===== src/rtl/uart_pkg.sv =====
// Shared types and helpers for the 8N1 serial receiver.
package uart_pkg;

  typedef enum logic [2:0] {
    ST_IDLE      = 3'd0,
    ST_START     = 3'd1,
    ST_DATA      = 3'd2,
    ST_STOP      = 3'd3,
    ST_WAIT_HIGH = 3'd4
  } uart_rx_state_t;

  // Clock cycles per bit, rounded to the nearest integer.
  function automatic int bit_div(input real clk_freq, input real baud);
    return $rtoi(clk_freq / baud + 0.5);
  endfunction

endpackage


===== src/rtl/uart_rx_bit_sync.sv =====
// Two-flop synchronizer for a single asynchronous input.
module bit_sync #(
  parameter logic RESET_VAL = 1'b1
) (
  input  logic clk,
  input  logic rst,
  input  logic d,
  output logic q
);

  logic meta_r;
  logic sync_r;

  // Metastability filter: two back-to-back flops.
  always_ff @(posedge clk) begin
    if (rst) begin
      meta_r <= RESET_VAL;
      sync_r <= RESET_VAL;
    end else begin
      meta_r <= d;
      sync_r <= meta_r;
    end
  end

  assign q = sync_r;

endmodule


===== src/rtl/uart_rx.sv =====
// 8N1 LSB-first serial receiver with a one-entry valid/ready output buffer,
// framing-error and overrun pulses.
module uart_rx
  import uart_pkg::*;
#(
  parameter real CLK_FREQ = 16.0e6,
  parameter real BAUD     = 115200.0
) (
  input  logic       clk,
  input  logic       rst,
  input  logic       rxd,
  output logic [7:0] rx_data,
  output logic       rx_valid,
  input  logic       rx_ready,
  output logic       rx_ferr,
  output logic       rx_overrun,
  output logic       busy
);

  localparam int BIT_DIV = bit_div(CLK_FREQ, BAUD);
  localparam int CW      = $clog2(BIT_DIV);
  localparam logic [CW-1:0] FULL_C = CW'(BIT_DIV - 1);
  localparam logic [CW-1:0] HALF_C = CW'(BIT_DIV / 2 - 1);
  localparam logic [CW-1:0] ZERO_C = CW'(0);
  localparam logic [CW-1:0] ONE_C  = CW'(1);

  if (BIT_DIV < 8) begin : g_bad_div
    $fatal(1, "uart_rx: BIT_DIV must be at least 8");
  end

  logic           rxs_s;
  uart_rx_state_t state_r, state_next_s;
  logic [CW-1:0]  timer_r, timer_next_s;
  logic [2:0]     bitcnt_r, bitcnt_next_s;
  logic [7:0]     shreg_r, shreg_next_s;
  logic           byte_done_s;
  logic           ferr_s;
  logic [7:0]     rx_data_r;
  logic           rx_valid_r;
  logic           rx_ferr_r;
  logic           rx_overrun_r;
  logic           busy_r;

  bit_sync #(.RESET_VAL(1'b1)) u_sync (
    .clk (clk),
    .rst (rst),
    .d   (rxd),
    .q   (rxs_s)
  );

  // Frame FSM state, bit timer, bit counter and shift register.
  always_ff @(posedge clk) begin
    if (rst) begin
      state_r  <= ST_IDLE;
      timer_r  <= ZERO_C;
      bitcnt_r <= 3'd0;
      shreg_r  <= 8'h00;
      busy_r   <= 1'b0;
    end else begin
      state_r  <= state_next_s;
      timer_r  <= timer_next_s;
      bitcnt_r <= bitcnt_next_s;
      shreg_r  <= shreg_next_s;
      busy_r   <= (state_next_s != ST_IDLE);
    end
  end

  // Next-state logic; every sample is taken at timer==0, i.e. mid-bit.
  always_comb begin
    state_next_s  = state_r;
    timer_next_s  = timer_r;
    bitcnt_next_s = bitcnt_r;
    shreg_next_s  = shreg_r;
    byte_done_s   = 1'b0;
    ferr_s        = 1'b0;
    case (state_r)
      ST_IDLE: begin
        if (!rxs_s) begin
          state_next_s = ST_START;
          timer_next_s = HALF_C;
        end else begin
          state_next_s = ST_IDLE;
        end
      end
      ST_START: begin
        if (timer_r != ZERO_C) begin
          timer_next_s = timer_r - ONE_C;
        end else if (!rxs_s) begin
          state_next_s  = ST_DATA;
          timer_next_s  = FULL_C;
          bitcnt_next_s = 3'd0;
        end else begin
          state_next_s = ST_IDLE;
        end
      end
      ST_DATA: begin
        if (timer_r != ZERO_C) begin
          timer_next_s = timer_r - ONE_C;
        end else begin
          shreg_next_s = {rxs_s, shreg_r[7:1]};
          timer_next_s = FULL_C;
          if (bitcnt_r == 3'd7) begin
            state_next_s = ST_STOP;
          end else begin
            bitcnt_next_s = bitcnt_r + 3'd1;
          end
        end
      end
      ST_STOP: begin
        if (timer_r != ZERO_C) begin
          timer_next_s = timer_r - ONE_C;
        end else if (rxs_s) begin
          byte_done_s  = 1'b1;
          state_next_s = ST_IDLE;
        end else begin
          ferr_s       = 1'b1;
          state_next_s = ST_WAIT_HIGH;
        end
      end
      ST_WAIT_HIGH: begin
        if (rxs_s) begin
          state_next_s = ST_IDLE;
        end else begin
          state_next_s = ST_WAIT_HIGH;
        end
      end
      default: begin
        state_next_s = ST_IDLE;
      end
    endcase
  end

  // One-entry output buffer; a consumer pop in the same cycle frees room for a new byte.
  always_ff @(posedge clk) begin
    if (rst) begin
      rx_data_r    <= 8'h00;
      rx_valid_r   <= 1'b0;
      rx_ferr_r    <= 1'b0;
      rx_overrun_r <= 1'b0;
    end else begin
      rx_ferr_r    <= ferr_s;
      rx_overrun_r <= 1'b0;
      if (byte_done_s && (!rx_valid_r || rx_ready)) begin
        rx_data_r  <= shreg_r;
        rx_valid_r <= 1'b1;
      end else if (byte_done_s) begin
        rx_overrun_r <= 1'b1;
      end else if (rx_valid_r && rx_ready) begin
        rx_valid_r <= 1'b0;
      end else begin
        rx_valid_r <= rx_valid_r;
      end
    end
  end

  assign rx_data    = rx_data_r;
  assign rx_valid   = rx_valid_r;
  assign rx_ferr    = rx_ferr_r;
  assign rx_overrun = rx_overrun_r;
  assign busy       = busy_r;

endmodule


===== config.mk =====
export PLATFORM = sky130hd
export DESIGN_NAME = uart_rx
export DESIGN_NICKNAME = d
export VERILOG_FILES = /design/src/rtl/uart_pkg.sv /design/src/rtl/uart_rx_bit_sync.sv /design/src/rtl/uart_rx.sv
export SDC_FILE = /design/constraint.sdc
export NUM_CORES = 1
export LEC_CHECK = 0
export ABC_CLOCK_PERIOD_IN_PS = 3000
export CAP_MARGIN = 20
export CORE_UTILIZATION = 55
export CTS_BUF_LIST = sky130_fd_sc_hd__clkbuf_16
export DETAILED_ROUTE_END_ITERATION = 12
export GPL_TIMING_DRIVEN = 0
export PLACE_DENSITY = 0.86
export SETUP_SLACK_MARGIN = 0.4
export SYNTH_ARGS = -nofsm -noshare
export SYNTH_HDL_FRONTEND = slang
export SYNTH_SLANG_ARGS = --single-unit
export TNS_END_PERCENT = 50

===== constraint.sdc =====
create_clock -name clk -period 3 [get_ports clk]
set_input_delay 0.45 -clock clk [delete_from_list [all_inputs] [get_ports clk]]
set_output_delay 0.45 -clock clk [all_outputs]
set_load 0.005 [all_outputs]

==> results of run 1 <==
cells by family (layout without fill, tap and decap cells):
| logic type | count (synthesis) | in the layout | share of synthesized area (%) |
|---|---|---|---|
| AND/OR/NAND/NOR | 79 | 79 | 25.2 |
| AO/OA/AOI/OAI | 44 | 44 | 15.8 |
| flip-flops | 36 | 36 | 44.9 |
| buffers and inverters | 16 | 37 | 5.38 |
| multiplexers | 9 | 9 | 5.62 |
| adder cells (fa/ha/maj) | 4 | 4 | 3.12 |
how the worst min path moves through the flow:
stage	startpoint	to	slack, ns	depth (start not counted)
2_1_floorplan	u_sync.meta_r	u_sync.q	0.39	1
3_3_place_gp	u_sync.meta_r	u_sync.q	0.39	1
3_5_place_dp	u_sync.meta_r	u_sync.q	0.40	1
4_1_cts	rst	rx_ferr	0.37	2
5_1_grt	rst	rx_ferr	0.39	2
6_report	rst	rx_ferr	0.37	2
cells in the final DEF (no fill, tap or decap), types with 5 or more instances in the layout:
| master | count |
|---|---|
| a21oi_1 | 21 |
| clkbuf_16 | 5 |
| clkdlybuf4s50_1 | 14 |
| dfxtp_1 | 36 |
| inv_1 | 5 |
| mux2i_1 | 9 |
| nand2_1 | 20 |
| nor2_1 | 24 |
| nor3_1 | 7 |
| o21ai_0 | 11 |
| or2_2 | 7 |
per-layer routing:
layer  part of all wire (%)  GRT usage (%)  vias up
met5                      0              0        -
met4                    1.6           11.1        0
met3                    5.9           8.37        6
met2                     51           41.2       47
met1                     41           29.3      684
li1                       -              -      695
registers in the layout, summed over array words and instances (netlist names):
signal,count
shreg_r,8
timer_r,8
bitcnt_r,3
busy,1
state_r,3
rx_overrun,1
u_sync.q,1
u_sync.meta_r,1
rx_data,8
rx_valid,1
rx_ferr,1
through the flow:
step                setup WS [ns]  area (um^2)  cells  hold slack [ns]  power, mW
floorplan                   0.608         1600    188            0.389      0.604
global placement            0.491         1780    233            0.394      0.628
detailed placement          0.442         1780    233            0.399      0.633
CTS                         0.427         1920    240            0.370       1.11
global route                0.419         1920    240            0.387       1.15
finish                      0.493         1920    240            0.373       1.11
worst max-delay path: cells and delay by family, from the launching register on:
family	cells	cell delay, ns
AOI/OAI and AO/OA	1	0.15
adders and majority gates	1	0.16
buffers and inverters	2	0.26
DFF	1	0.31
and+or+nand+nor	4	1.56
layout make-up:
cell class	count	area, um^2
multi-input cells	136	797
flip-flops and latches	36	721
plain buffers	11	71.3
well taps	31	38.8
repair buffers	14	140
clock inverters	2	8.76
clock buffers	5	125
fillers	211	837
inverters	5	18.8
power by group through the flow:
stage | clock network (mW) | registers (mW) | logic [mW]
2_1_floorplan | 0 | 0.506 | 0.0988
3_5_place_dp | 0 | 0.508 | 0.126
3_3_place_gp | 0 | 0.507 | 0.121
6_report | 0.478 | 0.498 | 0.132
5_1_grt | 0.507 | 0.499 | 0.144
4_1_cts | 0.488 | 0.498 | 0.126
repair_timing:
item / in CTS / in global routing
endpoints found under the setup margin: 0 / 11
resized for setup: 0 / 6
buffers inserted: 0 / 0
==> impl_metrics.env, run 1 <==
export IMPL_crit_type="reg2reg"
export IMPL_vias_per_cell=5.97
export IMPL_critPathLaunchType="flop"
export IMPL_yosys_warnings=0
export IMPL_chipWidth_um=56.0
export IMPL_crit_chain="inv_1 > ha_1 > or3b_2 > buf_4 > or2_4 > or3_4 > or4b_1 > a21oi_1"
export IMPL_synth_common_cells="dfxtp_1 (36), nor2_1 (24), a21oi_1 (21), nand2_1 (20), o21ai_0 (11)"
export IMPL_die_y_um=56.0
export IMPL_slowest_stage="or4b_1"
export IMPL_ys_flop_type="dfxtp_1"
export IMPL_r2r_cells=8
export IMPL_grt_max_degree=11
export IMPL_async_reset_ff_share_pct=0
export IMPL_cts_htree_levels=2
export IMPL_gp_congestion=0.801
export IMPL_comb_power_share_pct=11.9
export IMPL_leakage_nw=0.772
export IMPL_setup_viol=0
export IMPL_yosysMostFrequentCell="dfxtp_1"
export IMPL_grt_pass1_wl_um=6030
export IMPL_max_cap_violations=0
export IMPL_synth_nets=196
export IMPL_path_clk_slew_ns=0.05
export IMPL_skew_ns=0.00294
export IMPL_synth_edff_count=0
export IMPL_initial_core_util_pct=58.2
export IMPL_cellPowerDensity_nw_per_um2=577
export IMPL_grt_antenna_before_repair=0
export IMPL_synth_top_area_cell="dfxtp_1"
export IMPL_synthesis_area_um2=1600
export IMPL_critPathMaxStageDelay_ns=0.48
export IMPL_fin_util_pct=69.6
export IMPL_portBuffers=14
export IMPL_ir_drop_uv=620
export IMPL_cts_sinks=36
export IMPL_design_core_area_um2=2760
export IMPL_drive_gt1_share_pct=13.9
export IMPL_sw_frac_of_total_pct=23.9
export IMPL_num_antenna_cells=0
export IMPL_grt_pass1_vias=1381
export IMPL_critical_path_arrival_ns=2.72
export IMPL_slew_viol_final=0
export IMPL_finalCritPeriodShare_pct=83.6
export IMPL_status="completed"
export IMPL_internal_power_uw=843
export IMPL_worstSetupEndpointType="flop"
export IMPL_ys_seq_area_share_pct=44.9
export IMPL_fin_setup_tns_ns=0
export IMPL_die_area_um2=3140
export IMPL_nets=217
export IMPL_cp_max_fo=9
export IMPL_synth_distinct_cells=40
export IMPL_yosysTopAreaCellShare_pct=44.9
export IMPL_pwr_share_clk_pct=43.2
export IMPL_hold_path_class="in2reg"
export IMPL_final_antenna_net_count=0
export IMPL_reg2reg_from="timer_r[1]"
export IMPL_first_pass_iters=4
export IMPL_clk_insertion_delay_late_ns=0.28
export IMPL_synth_cells=188
export IMPL_rsz0062_at_grt="no"
export IMPL_vias=1432
export IMPL_hold_buffers=0
export IMPL_tightest_slew_ns=0.657
export IMPL_clock_fmax_ghz=0.399
export IMPL_ff2ff_setup_slack_ns=0.49
export IMPL_io_pins=16
export IMPL_syn_to_final_growth_pct=19.7
export IMPL_hpwl_um=2380
export IMPL_cts_tree="done"
export IMPL_synth_seq_cells=36
export IMPL_critPathLaunch="timer_r[1]"
export IMPL_worstReg2RegEnd="bitcnt_r[1]"
export IMPL_max_slew_margin_rel_pct=55.9
export IMPL_num_rows=19
export IMPL_p_sw_uw=265
export IMPL_root_buffer="clkbuf_16"
export IMPL_numCtsBuffers=5
export IMPL_overflow=0
export IMPL_hold_violations=0
export IMPL_synth_area_top_cells="dfxtp_1 (45%), a21oi_1 (6.6%), mux2i_1 (5.6%)"
export IMPL_remaining_drc_errors=0
export IMPL_track_usage_pct=25.0
export IMPL_clockBufferDepth=2
export IMPL_synth_avg_cell_area_um2=8.53
export IMPL_cp_endpoint="bitcnt_r[1]"
export IMPL_seqPwrFrac_pct=45.0
export IMPL_drt_iter0_drc=71
export IMPL_wl_um=3530
export IMPL_cp_required_ns=3.21
export IMPL_period_needed_ns=2.51
export IMPL_post_drt_wl_per_cell_um=14.7
No activity file was read; power rests on OpenSTA's default activity.
==> run 2: changes to the inputs <==
Settings changed: ABC_CLOCK_PERIOD_IN_PS 3000 to 2600.
Clock period 3 ns to 2.6 ns, I/O delays scaled along.
==> run 2 against run 1 <==
Core utilization grew 3.8 points; critical path depth is the same; total power grew 19%; via count grew 3.5%; setup slack lost 0.22 ns; largest cell class unchanged; largest power group unchanged.
==> impl_metrics.env, run 2 (synthesis results as in run 1) <==
export IMPL_status="completed"
export IMPL_drive_gt1_share_pct=20.6
export IMPL_clock_fmax_ghz=0.430
export IMPL_critPathMaxStageDelay_ns=0.49
export IMPL_p_sw_uw=319
export IMPL_vias=1482
export IMPL_clockBufferDepth=2
export IMPL_setup_viol=0
export IMPL_initial_core_util_pct=58.2
export IMPL_hold_violations=0
export IMPL_track_usage_pct=24.9
export IMPL_wl_met1_um=1580
export IMPL_root_buffer="clkbuf_16"
export IMPL_seqPwrFrac_pct=43.6
export IMPL_clk_insertion_delay_late_ns=0.28
export IMPL_first_pass_iters=4
export IMPL_die_y_um=56.0
export IMPL_crit_chain="inv_2 > ha_4 > or3b_4 > buf_8 > or2_4 > or3_4 > or4b_4 > a21oi_2"
export IMPL_cts_sinks=36
export IMPL_slowest_stage="or4b_4"
export IMPL_die_area_um2=3140
export IMPL_design_core_area_um2=2760
export IMPL_cp_max_fo=8
export IMPL_period_needed_ns=2.33
export IMPL_io_pins=16
export IMPL_hpwl_um=2400
export IMPL_grt_antenna_before_repair=0
export IMPL_holdWs_ns=0.315
export IMPL_grt_max_degree=12
export IMPL_pre_cts_ws_ns=0.172
export IMPL_drt_iter0_drc=76
export IMPL_critical_path_arrival_ns=2.54
export IMPL_final_common_cell="dfxtp_1"
export IMPL_finalWorstSetupSlack_ns=0.272
export IMPL_num_rows=19
export IMPL_gp_congestion=0.893
export IMPL_critPathLaunch="timer_r[0]"
export IMPL_min_delay_start="rst"
export IMPL_ir_drop_uv=586
export IMPL_hold_buffers=0
export IMPL_met3WireLength_um=249
export IMPL_met2WireLength_um=1860
export IMPL_rsz0062_at_grt="yes"
export IMPL_worstSetupEndpointType="flop"
export IMPL_chipWidth_um=56.0
export IMPL_crit_type="reg2reg"
export IMPL_pwr_share_clk_pct=42.5
export IMPL_comb_power_share_pct=13.8
export IMPL_nets=221
export IMPL_sw_frac_of_total_pct=24.2
export IMPL_finalCritPeriodShare_pct=89.5
export IMPL_power_mw=1.32
export IMPL_path_clk_slew_ns=0.05
export IMPL_remaining_drc_errors=0
export IMPL_final_antenna_net_count=0
export IMPL_internal_power_mw=1.00
export IMPL_vias_per_cell=6.05
export IMPL_top_layer="met4"
export IMPL_hold_path_class="in2reg"
export IMPL_overflow=0
export IMPL_leakage_nw=0.807
export IMPL_cts_htree_levels=2
export IMPL_layout_common_cells="dfxtp_1 (32), nor2_1 (24), nand2_1 (20), a21oi_1 (20), clkdlybuf4s50_1 (14)"
export IMPL_syn_to_final_growth_pct=26.2
export IMPL_skew_ns=0.00425
export IMPL_post_drt_wl_per_cell_um=15.5
export IMPL_grt_pass1_wl_um=6070
export IMPL_cp_required_ns=2.81
export IMPL_tightest_slew_ns=0.600
export IMPL_fin_setup_tns_ns=0
export IMPL_cts_tree="done"
export IMPL_cellPowerDensity_nw_per_um2=652
export IMPL_portBuffers=14
export IMPL_grt_pass1_vias=1417
export IMPL_slew_viol_final=0
export IMPL_max_cap_violations=0
export IMPL_num_antenna_cells=0
export IMPL_final_fill_count=196
export IMPL_numCtsBuffers=5
export IMPL_critPathLaunchType="flop"
export IMPL_wl_um=3790
export IMPL_max_slew_margin_rel_pct=59.8
export IMPL_reg2reg_from="timer_r[0]"
==> run 2: cell count changes in the layout (fill, tap and decap cells not counted), sizes merged <==
cell	before	now
buf	5	11
clkbuf	10	8
clkinvlp	0	1
==> run 2: worst paths after layout <==
kind / endpoint / slack (ns) / cells past startpoint
max: bitcnt_r[1] / 0.27 / 8
min reg2reg: u_sync.q / 0.41 / 1
max reg2reg: bitcnt_r[1] / 0.27 / 8
min: rx_ferr / 0.32 / 2
==> run 2: critical path: cells and delay by family (launching register included) <==
family	cells	cell delay, ns
AO/OA/AOI/OAI	1	0.13
adder cells (fa/ha/maj)	1	0.12
flip-flops	1	0.33
buffers and inverters	2	0.22
AND/OR/NAND/NOR	4	1.46
==> run 2: what timing repair did <==
action / in CTS / in global routing
setup buffers: 1 / 3
pin swaps: 3 / 3
endpoints found under the hold margin: 0 / 0
gates resized for setup: 9 / 11
endpoints found under the setup margin: 20 / 13
==> run 2: final cells by class <==
cell class	count	area, um^2	area share [%]
inverters	5	18.8	0.927
repair buffers	18	170	8.41
flip-flops and latches	36	728	36.0
plain buffers	11	100	4.94
well taps	31	38.8	1.92
clock inverters	3	15.0	0.742
clock buffers	5	125	6.18
multi-input cells	136	828	40.9
==> run 2: power by group through the flow <==
stage	combinational, mW	clock (mW)	sequential (mW)
global route	0.202	0.589	0.578
CTS	0.163	0.568	0.575
detailed placement	0.154	0	0.586
floorplan	0.124	0	0.584
finish	0.183	0.562	0.576
global placement	0.151	0	0.585
==> run 2: per-stage QoR <==
stage	instance area [um^2]	utilization, %	instances
final	2020	73.4	245
after global routing	2020	73.4	245
after CTS	1970	71.4	242
after detailed placement	1800	65.2	233
after global placement	1800	65.2	233
after floorplan	1620	-	188
==> run 2: routing by layer <==
metal	GRT usage [%]	vias to the layer above
met4	15.3	0
met2	40.6	63
met5	0	-
met1	29.0	701
met3	6.51	13
li1	-	705
